### config.mk
export PLATFORM = sky130hd
export DESIGN_NAME = alu_serial_seq
export DESIGN_NICKNAME = d
export VERILOG_FILES = /design/src/rtl/alu_serial_seq.sv
export SDC_FILE = /design/constraint.sdc
export NUM_CORES = 1
export LEC_CHECK = 0
export BUFFER_PORTS_ARGS = -buffer_cell sky130_fd_sc_hd__clkbuf_2
export CELL_PAD_IN_SITES_DETAIL_PLACEMENT = 1
export CELL_PAD_IN_SITES_GLOBAL_PLACEMENT = 1
export CORE_AREA = 5 5 68 70
export DETAILED_ROUTE_END_ITERATION = 6
export DIE_AREA = 0 0 73 75
export PLACE_DENSITY = 0.8
export RECOVER_POWER = 100
export SYNTH_ARGS = -nofsm -noshare
export SYNTH_HDL_FRONTEND = slang
export SYNTH_SLANG_ARGS = --single-unit
### constraint.sdc
create_clock -name clk -period 1.8 [get_ports clk]
set_clock_uncertainty 0.2 [all_clocks]
set_input_delay 0.36 -clock clk [delete_from_list [all_inputs] [get_ports clk]]
set_output_delay 0.36 -clock clk [all_outputs]
set_load 0.02 [all_outputs]
### src/rtl/alu_serial_seq.sv
// alu_serial_seq: bit-serial sequencer driving a 1-bit ALU slice.
// Latches two WIDTH-bit operands and an opcode, then feeds the slice one bit
// per clock, LSB first. The slice carry is fed back as the next bit's carry-in,
// and the slice y bits are shifted into the result from the top.
// State table:
//   IDLE | waiting for start; result/carry_out hold the last answer
//   RUN  | WIDTH cycles of bit-serial processing, busy=1
//   DONE | one-cycle done pulse, start ignored
// Optional build macro ALU_SERIAL_OVF_EN adds a signed-overflow output.
module alu_serial_seq #(
    parameter int WIDTH = 8,
    parameter int CNT_W = $clog2(WIDTH)
) (
    input  logic             clk,
    input  logic             rst,
    input  logic             start,
    input  logic [2:0]       op,
    input  logic [WIDTH-1:0] opa,
    input  logic [WIDTH-1:0] opb,
    output logic             busy,
    output logic             done,
    output logic [WIDTH-1:0] result,
    output logic             carry_out,
    output logic             alu_a,
    output logic             alu_b,
    output logic             alu_cin,
    output logic [2:0]       alu_sel,
    input  logic             alu_y,
    input  logic             alu_cout
`ifdef ALU_SERIAL_OVF_EN
    ,
    output logic             overflow
`endif
);

    typedef enum logic [1:0] {
        S_IDLE = 2'd0,
        S_RUN  = 2'd1,
        S_DONE = 2'd2
    } state_t;

    localparam logic [2:0]       OP_ADD   = 3'b000;
    localparam logic [2:0]       OP_SUB   = 3'b001;
    localparam logic [CNT_W-1:0] CNT_LAST = CNT_W'(WIDTH - 1);

    state_t           state_q, state_d;
    logic [2:0]       op_q, op_d;
    logic [WIDTH-1:0] sh_a_q, sh_a_d;
    logic [WIDTH-1:0] sh_b_q, sh_b_d;
    logic [CNT_W-1:0] cnt_q, cnt_d;
    logic             c_q, c_d;
    logic [WIDTH-1:0] result_q, result_d;
    logic             carry_q, carry_d;
    logic             is_arith;
`ifdef ALU_SERIAL_OVF_EN
    logic             a_msb_q, a_msb_d;
    logic             b_msb_q, b_msb_d;
    logic             ovf_q, ovf_d;
`endif

    // Only ADD and SUB produce a meaningful final carry.
    assign is_arith = (op_q == OP_ADD) || (op_q == OP_SUB);

    // State register.
    always_ff @(posedge clk or posedge rst) begin
        if (rst) begin
            state_q <= S_IDLE;
        end else begin
            state_q <= state_d;
        end
    end

    // Datapath registers: latched opcode, operand shifters, bit counter, carry, result.
    always_ff @(posedge clk or posedge rst) begin
        if (rst) begin
            op_q     <= 3'b000;
            sh_a_q   <= '0;
            sh_b_q   <= '0;
            cnt_q    <= '0;
            c_q      <= 1'b0;
            result_q <= '0;
            carry_q  <= 1'b0;
`ifdef ALU_SERIAL_OVF_EN
            a_msb_q  <= 1'b0;
            b_msb_q  <= 1'b0;
            ovf_q    <= 1'b0;
`endif
        end else begin
            op_q     <= op_d;
            sh_a_q   <= sh_a_d;
            sh_b_q   <= sh_b_d;
            cnt_q    <= cnt_d;
            c_q      <= c_d;
            result_q <= result_d;
            carry_q  <= carry_d;
`ifdef ALU_SERIAL_OVF_EN
            a_msb_q  <= a_msb_d;
            b_msb_q  <= b_msb_d;
            ovf_q    <= ovf_d;
`endif
        end
    end

    // Next-state, datapath updates and slice drive.
    always_comb begin
        state_d  = state_q;
        op_d     = op_q;
        sh_a_d   = sh_a_q;
        sh_b_d   = sh_b_q;
        cnt_d    = cnt_q;
        c_d      = c_q;
        result_d = result_q;
        carry_d  = carry_q;
`ifdef ALU_SERIAL_OVF_EN
        a_msb_d  = a_msb_q;
        b_msb_d  = b_msb_q;
        ovf_d    = ovf_q;
`endif
        busy     = 1'b0;
        done     = 1'b0;
        alu_a    = 1'b0;
        alu_b    = 1'b0;
        alu_cin  = 1'b0;

        case (state_q)
            S_IDLE: begin
                if (start) begin
                    op_d    = op;
                    sh_a_d  = opa;
                    sh_b_d  = opb;
                    cnt_d   = '0;
                    // SUB is a + ~b + 1; the preset carry supplies the +1.
                    c_d     = (op == OP_SUB);
`ifdef ALU_SERIAL_OVF_EN
                    a_msb_d = opa[WIDTH-1];
                    b_msb_d = opb[WIDTH-1];
`endif
                    state_d = S_RUN;
                end
            end

            S_RUN: begin
                busy     = 1'b1;
                alu_a    = sh_a_q[0];
                alu_b    = sh_b_q[0];
                alu_cin  = c_q;
                result_d = {alu_y, result_q[WIDTH-1:1]};
                c_d      = alu_cout;
                sh_a_d   = {1'b0, sh_a_q[WIDTH-1:1]};
                sh_b_d   = {1'b0, sh_b_q[WIDTH-1:1]};
                cnt_d    = cnt_q + CNT_W'(1);
                if (cnt_q == CNT_LAST) begin
                    state_d = S_DONE;
                    carry_d = is_arith ? alu_cout : 1'b0;
`ifdef ALU_SERIAL_OVF_EN
                    // alu_y here is the result MSB.
                    if (op_q == OP_ADD) begin
                        ovf_d = (a_msb_q == b_msb_q) && (alu_y != a_msb_q);
                    end else if (op_q == OP_SUB) begin
                        ovf_d = (a_msb_q != b_msb_q) && (alu_y != a_msb_q);
                    end else begin
                        ovf_d = 1'b0;
                    end
`endif
                end
            end

            S_DONE: begin
                done    = 1'b1;
                state_d = S_IDLE;
            end

            default: begin
                state_d = S_IDLE;
            end
        endcase
    end

    assign alu_sel   = op_q;
    assign result    = result_q;
    assign carry_out = carry_q;
`ifdef ALU_SERIAL_OVF_EN
    assign overflow  = ovf_q;
`endif

endmodule
After elaboration in Yosys (flattened, before gate mapping)
Index checks and enable logic that the tools add are counted.
W data, S select, Z words.

word-level totals
  memories kept = 0
  latch bits = 0
  register bits = 34
  output and inout port bits = 17
  word-level logic and storage cells = 41
  bits in writable memories = 0
  input port bits = 24
  memory bits (read-only) = 0

cells by class
  shift operators = 0
  reduce and logical (&&, ||, !) cells = 8
  $add $sub $neg = 1
  mux-type cells = 17
  bitwise operators = 0
  eq/ne operators = 7
  multiply operators = 0
  div/mod/pow operators = 0
  order comparisons = 0

operators with widths
  kind                   count
  $pmux W8 S2            2
  $mux W8                2
  $reduce_and A2 Y1      4
  $mux W1                7
  $eq A3 B1 Y1 const B   2
  $pmux W3 S2            1
  $mux W2                2
  $ne A2 B2 Y1 const B   2
  $pmux W2 S2            1
  $add A3 B1 Y3 const B  1
  $eq A3 B3 Y1 const B   1
  $logic_not A3 Y1       1
  $mux W3                1
  $eq A2 B1 Y1 const B   1
  $eq A2 B2 Y1 const B   1
  $logic_not A2 Y1       1
  $pmux W1 S2            1
  $reduce_bool A2 Y1     1
  $logic_or A1 B1 Y1     1

Depth between registers and ports, before layout
Gate-level depths: netlist of run 1.

  depth in word-level cells = 3
  gate-level depth with buffers = 5
  depth with buffers taken out = 5

Least setup slack after synthesis of run 1
OpenSTA, ideal clock, no wires.

  path type = register -> output
  start point = register state_q[1]
  end point = output port alu_a
  setup slack = 0.062 ns
  required time = 1.240 ns
  arrival time = 1.178 ns
  cell stages (with the launch flop) = 5
  path buffers = 2
  cell sequence = dfrtp_1 buf_4 nor2b_2 buf_2 and2_1

on the way
  longest elaborated chain between the ends = 2

RTL lines
  what                    RTL line  source
  from (decl)             46        state_t state_q, state_d;
  from (signal assigned)  69        state_q <= state_d;
  $eq A2 B1 Y1            125       case (state_q)
  $mux W1                 125
  to (decl)               24        output logic alu_a,

Every way passes these cells.

Final worst setup path of run 1
  start point = register state_q[1]
  end point = output port alu_b

on the way
  longest elaborated chain between the ends = 2

RTL lines
  what          RTL line  source
  $eq A2 B1 Y1  125
  $mux W1       125
  to (decl)     25        output logic alu_b,

Every way passes these cells.

==> results of run 1 <==
[final cells by class]
class                   instances  area [um^2]
flip-flops and latches         34          851
multi-input cells              87          626
repair buffers                 58          368
fillers                       450         1900
clock buffers                   7         86.3
clock inverters                 1         5.00
well taps                      50         62.6
inverters                       3         11.3
[cells in the mapped netlist]
| cell type | instances | area (um^2) |
|---|---|---|
| nand2_1 | 10 | 37.5 |
| ha_1 | 2 | 25.0 |
| nor2b_2 | 1 | 8.76 |
| a22o_1 | 4 | 35.0 |
| and2_1 | 4 | 25.0 |
| nor3b_2 | 1 | 12.5 |
| nor2_1 | 2 | 7.51 |
| a21oi_1 | 11 | 55.1 |
| buf_2 | 3 | 15.0 |
| a221o_1 | 1 | 10.0 |
| mux2_2 | 5 | 56.3 |
| o21bai_2 | 1 | 11.3 |
| o21ai_0 | 13 | 65.1 |
| and4bb_1 | 1 | 12.5 |
| clkbuf_1 | 2 | 7.51 |
| nand4_1 | 1 | 6.26 |
| and3b_1 | 6 | 52.6 |
| mux2_1 | 7 | 78.8 |
| o21ai_1 | 2 | 10.0 |
| a22oi_1 | 8 | 60.1 |
| inv_1 | 3 | 11.3 |
| dfrtp_1 | 34 | 851 |
| nor2b_1 | 7 | 43.8 |
| buf_4 | 3 | 22.5 |
[timing repair]
action | 4_1_cts | 5_1_grt
gates resized for setup | 14 | 5
hold buffers | 1 | 0
hold endpoints to repair | 34 | 0
setup buffers | 6 | 1
pin swaps | 2 | 0
endpoints found under the setup margin | 5 | 5
[logic make-up after synthesis]
logic type | count (synthesis) | share of synthesized area (%)
compound gates | 40 | 16.2
mux | 12 | 8.89
buf+inv | 11 | 3.70
flops | 34 | 56.0
fa+ha+maj | 2 | 1.65
simple gates | 33 | 13.6
[power by group]
group | internal (mW) | switching (mW)
Sequential | 1.10 | 0.211
Combinational | 0.758 | 0.839
Clock | 0.309 | 0.271
[per-layer routing]
metal	track usage [%]	vias up	wire length, um
met3	3.60	8	120
met1	19.0	609	1730
met4	6.56	0	89
met2	29.1	26	2110
met5	0	-	0
li1	-	587	-
[critical path, delay by kind of cell, from the launching register on]
family | cells | cell delay, ns
flops | 1 | 0.42
simple gates | 2 | 0.30
buf+inv | 2 | 0.23
[metrics by stage]
step           hold WS, ns  utilization, %  power [mW]  TNS [ns]
2_1_floorplan        0.242               -        2.21         0
3_3_place_gp         0.246            46.5        2.60         0
3_5_place_dp         0.262            46.5        2.72         0
4_1_cts             0.0949            51.4        3.51    -0.122
5_1_grt             0.0932            51.3        3.72    -0.183
6_report             0.101            51.3        3.48         0
[worst max path at each step]
stage	from	endpoint
after detailed placement	state_q[1]	alu_a
after global placement	state_q[1]	alu_a
after global routing	state_q[1]	alu_cin
after floorplan	state_q[1]	alu_a
final	state_q[1]	alu_b
after CTS	state_q[1]	alu_b
[state kept, by name, summed over array words and instances (netlist names)]
name and count:
sh_a_q 8, alu_sel 3, state_q 2, cnt_q 3, sh_b_q 8, carry_out 1
result 8, c_q 1
==> metrics.txt, run 1 <==
syn nets 158; CTS root buf clkbuf_8; worst-case clock buffer depth 2; pwr dens 1730 nW/um^2; DR pass1 iterations 4; Area Growth Syn to Fin 32.2%; library cells used by synthesis 24; CTS tree yes; commonest non-fill, non-tap cell in the layout dfrtp_1; reg-to-reg slack, setup 0.11 ns; Die Wd 73 um; FF+latch count, synth 34; Final setup viols 0; cells on worst reg2reg path 5; Cell Count Post-Placement 225; hold crit path type input port to flip-flop; fin area 2010 um^2; Core Rows 23; total wire length 4050 um; crit path kind flip-flop to output pin; DRC 0; Place WS 0.118 ns; sink of the worst hold path sh_a_q[7]; Fin. Hold Viols 0; Slew Limit Fails 0; Critical Path Fanout Max 5; first-pass GRT wire length 6770 um; most frequent cells in the layout 34 x dfrtp_1, 25 x clkbuf_2, 14 x o21ai_0, 13 x clkbuf_1, 13 x buf_4; RSZ-0062 raised after global routing true; Worst Setup Start Kind flip-flop; CTS H-tree depth 2; Ant. Diodes 0; vias per cell 5.13; maxcap violations 0; die area 5480 um^2; data required time of the worst path 1.24 ns; Max VDD drop 0.930 mV; Cell Chain, Critical Path nor2b_4 > buf_6 > and2_4 > buf_8; R2R Path Start state_q[1]; Starting Density 38.8%; status completed; TritonCTS Sinks 34; dpl hpwl 2890 um; non-filler cells, final 240; drt initial violations 76; clock latency on the worst-skew pair 0.28 ns; grt ovf 0; P_leak 0.962 nW; synthesized cell area 1520 um^2; share of layout cells above drive strength 1 33.2%; Worst slew margin 42.9%; max incr delay on CP 0.42 ns; Cells after Synth 132; vias in the first global route 1392; Routed wire per std cell 16.9 um; number of I/O port buffers 40; Final min period 1.79 ns; largest net degree at the start of global routing 35; initial antenna violation count 0; GRT Util Overall 16.3%; hold path startpoint opa[7]; clock slew at reported path FFs 0.06 ns; Worst R2R End alu_sel[0]; CP arrival 1.23 ns; Slowest-stage cell, CP dfrtp_1; synthesized area per cell 11.5 um^2; Core Area 3910 um^2; Final period util 99.5%; setup ws final 0.00930 ns; num ports 41; NumNets Final 215; Final ANT Viol Nets 0; placed inst area 1820 um^2; via total after detailed routing 1230; Die H 75 um; GP Congestion 0.751; Slew @ Worst Pin 0.857 ns; achievable clock frequency 558 MHz; Hold Path Stages 2; total CTS buffers 5; Critical Path End Type output pin; register area share after synthesis 56.0%; synth warn 0
(Power assumes the default switching activity.)
==> run 2: changes to the inputs <==
--- a/config.mk
+++ b/config.mk
@@ -6,7 +6,8 @@
 export NUM_CORES = 1
 export LEC_CHECK = 0
 export BUFFER_PORTS_ARGS = -buffer_cell sky130_fd_sc_hd__clkbuf_2
-export CELL_PAD_IN_SITES_DETAIL_PLACEMENT = 1
+export CAP_MARGIN = 20
+export CELL_PAD_IN_SITES_DETAIL_PLACEMENT = 0
 export CELL_PAD_IN_SITES_GLOBAL_PLACEMENT = 1
 export CORE_AREA = 5 5 68 70
 export DETAILED_ROUTE_END_ITERATION = 6
==> metrics.txt, run 2 (synthesis gave the netlist of run 1 again) <==
DRC 0 (unchanged); Ant. Diodes 0 (unchanged); Core Rows 23 (unchanged); number of I/O port buffers 40 (unchanged); Die H 75 um (unchanged); vias in the first global route 1286 (was 1392); Routed wire per std cell 14.4 um (was 16.9 um); drt initial violations 40 (was 76); clock slew at reported path FFs 0.07 ns (was 0.06 ns); Slowest-stage cell, CP dfrtp_2 (was dfrtp_1); total CTS buffers 5 (unchanged); hold crit path type input port to flip-flop (unchanged); Final min period 1.79 ns (about the same); GP Congestion 0.751 (unchanged); R2R Path Start state_q[1] (unchanged); clock latency on the worst-skew pair 0.28 ns (about the same); achievable clock frequency 558 MHz (about the same); RSZ-0062 raised after global routing true (unchanged); pwr dens 1680 nW/um^2 (was 1730 nW/um^2); CTS H-tree depth 2 (unchanged); Starting Density 38.8% (unchanged); Critical Path Fanout Max 5 (unchanged); status completed (unchanged); maxcap violations 0 (unchanged); data required time of the worst path 1.24 ns (about the same); P_leak 0.945 nW (was 0.962 nW); CP startpoint state_q[1] (unchanged); DR pass1 iterations 2 (was 4); Slew Limit Fails 0 (unchanged); vias per cell 4.93 (was 5.13); Final ANT Viol Nets 0 (unchanged); first-pass GRT wire length 5890 um (was 6770 um); num ports 41 (unchanged); CP arrival 1.23 ns (about the same); most frequent cells in the layout 33 x dfrtp_1, 26 x clkbuf_2, 15 x o21ai_0, 15 x clkbuf_1, 11 x a21oi_1 (was 34 x dfrtp_1, 25 x clkbuf_2, 14 x o21ai_0, 13 x clkbuf_1, 13 x buf_4); largest net degree at the start of global routing 35 (unchanged); Worst Setup Start Kind flip-flop (unchanged); GRT Util Overall 13.8% (was 16.3%); via total after detailed routing 1178 (was 1230); Worst slew margin 50.2% (was 42.9%); share of layout cells above drive strength 1 32.8% (was 33.2%); placed inst area 1820 um^2 (unchanged); grt ovf 0 (unchanged); worst-case clock buffer depth 2 (unchanged); TritonCTS Sinks 34 (unchanged); crit path kind flip-flop to output pin (unchanged); Tot Pwr 3.36 mW (was 3.48 mW); Final setup viols 0 (unchanged); Fin Hold WS 0.103 ns (was 0.101 ns); Die Wd 73 um (unchanged); NumNets Final 214 (was 215); initial antenna violation count 0 (unchanged); Fin. Hold Viols 0 (unchanged); CTS root buf clkbuf_8 (unchanged); Post-Route Utilization 51.0% (was 51.3%); commonest non-fill, non-tap cell in the layout dfrtp_1 (unchanged); Slew @ Worst Pin 0.747 ns (was 0.857 ns); Max VDD drop 0.875 mV (was 0.930 mV); Core Area 3910 um^2 (unchanged); CTS tree yes (unchanged); hold path startpoint opa[7] (unchanged); total wire length 3440 um (was 4050 um); die area 5480 um^2 (unchanged); max incr delay on CP 0.44 ns (was 0.42 ns); Cell Chain, Critical Path nor2b_4 > buf_6 > and2_4 > buf_8 (unchanged); dpl hpwl 2480 um (was 2890 um); Final period util 99.6% (was 99.5%); Critical Path End Type output pin (unchanged); fin area 2000 um^2 (was 2010 um^2); Area Growth Syn to Fin 31.3% (was 32.2%)
-- run 2: path summary, 6_finish.rpt --
check	endpoint	slack, ns	depth (start not counted)
setup / recovery	alu_cin	0.008	4
hold / removal	sh_a_q[7]	0.10	2
setup reg to reg	result[6]	0.09	5
hold reg to reg	sh_a_q[0]	0.28	2
max in group asynchronous	state_q[1]	0.24	4
min in group asynchronous	result[0]	0.64	4
-- run 2: report_power, final --
group | switching (mW) | internal [mW] | total [mW]
combinational | 0.773 | 0.708 | 1.48
clock | 0.268 | 0.308 | 0.576
sequential | 0.203 | 1.10 | 1.30
total | 1.24 | 2.11 | 3.36
-- run 2: stage by stage --
step | setup WS, ns | setup TNS [ns] | instances
2_1_floorplan | 0.0625 | 0 | 132
3_3_place_gp | 0.181 | 0 | 225
3_5_place_dp | 0.149 | 0 | 225
4_1_cts | -0.0317 | -0.0603 | 238
5_1_grt | -0.0467 | -0.0928 | 239
6_report | 0.00781 | 0 | 239
-- run 2: routing by layer --
layer | share of wire, % | wire, um | vias to the layer above | track usage [%]
met5 | 0 | 0 | - | 0
met4 | 0.87 | 30 | 0 | 3.89
met3 | 4.8 | 166 | 2 | 4.67
met2 | 52 | 1790 | 25 | 23.8
met1 | 42 | 1460 | 569 | 16.5
li1 | - | - | 582 | -
-- run 2: critical path: cells and delay by family (launching register included) --
| family | cells | cell delay, ns |
|---|---|---|
| flops | 1 | 0.44 |
| simple gates | 2 | 0.28 |
| buf+inv | 2 | 0.22 |
-- run 2: area by class of cell --
type,instances,area [um^2]
Clock inverter,1,5.00
Timing Repair Buffer,57,350
Clock buffer,7,86.3
Tap cell,50,62.6
Multi-Input combinational cell,87,628
Fill cell,398,1920
Sequential cell,34,852
Inverter,3,11.3
-- run 2: timing repair --
item,4_1_cts,5_1_grt
hold buffers,1,0
setup buffers,5,1
pin swaps,1,1
gates resized for setup,16,4
endpoints found under the setup margin,3,3
hold endpoints to repair,34,0
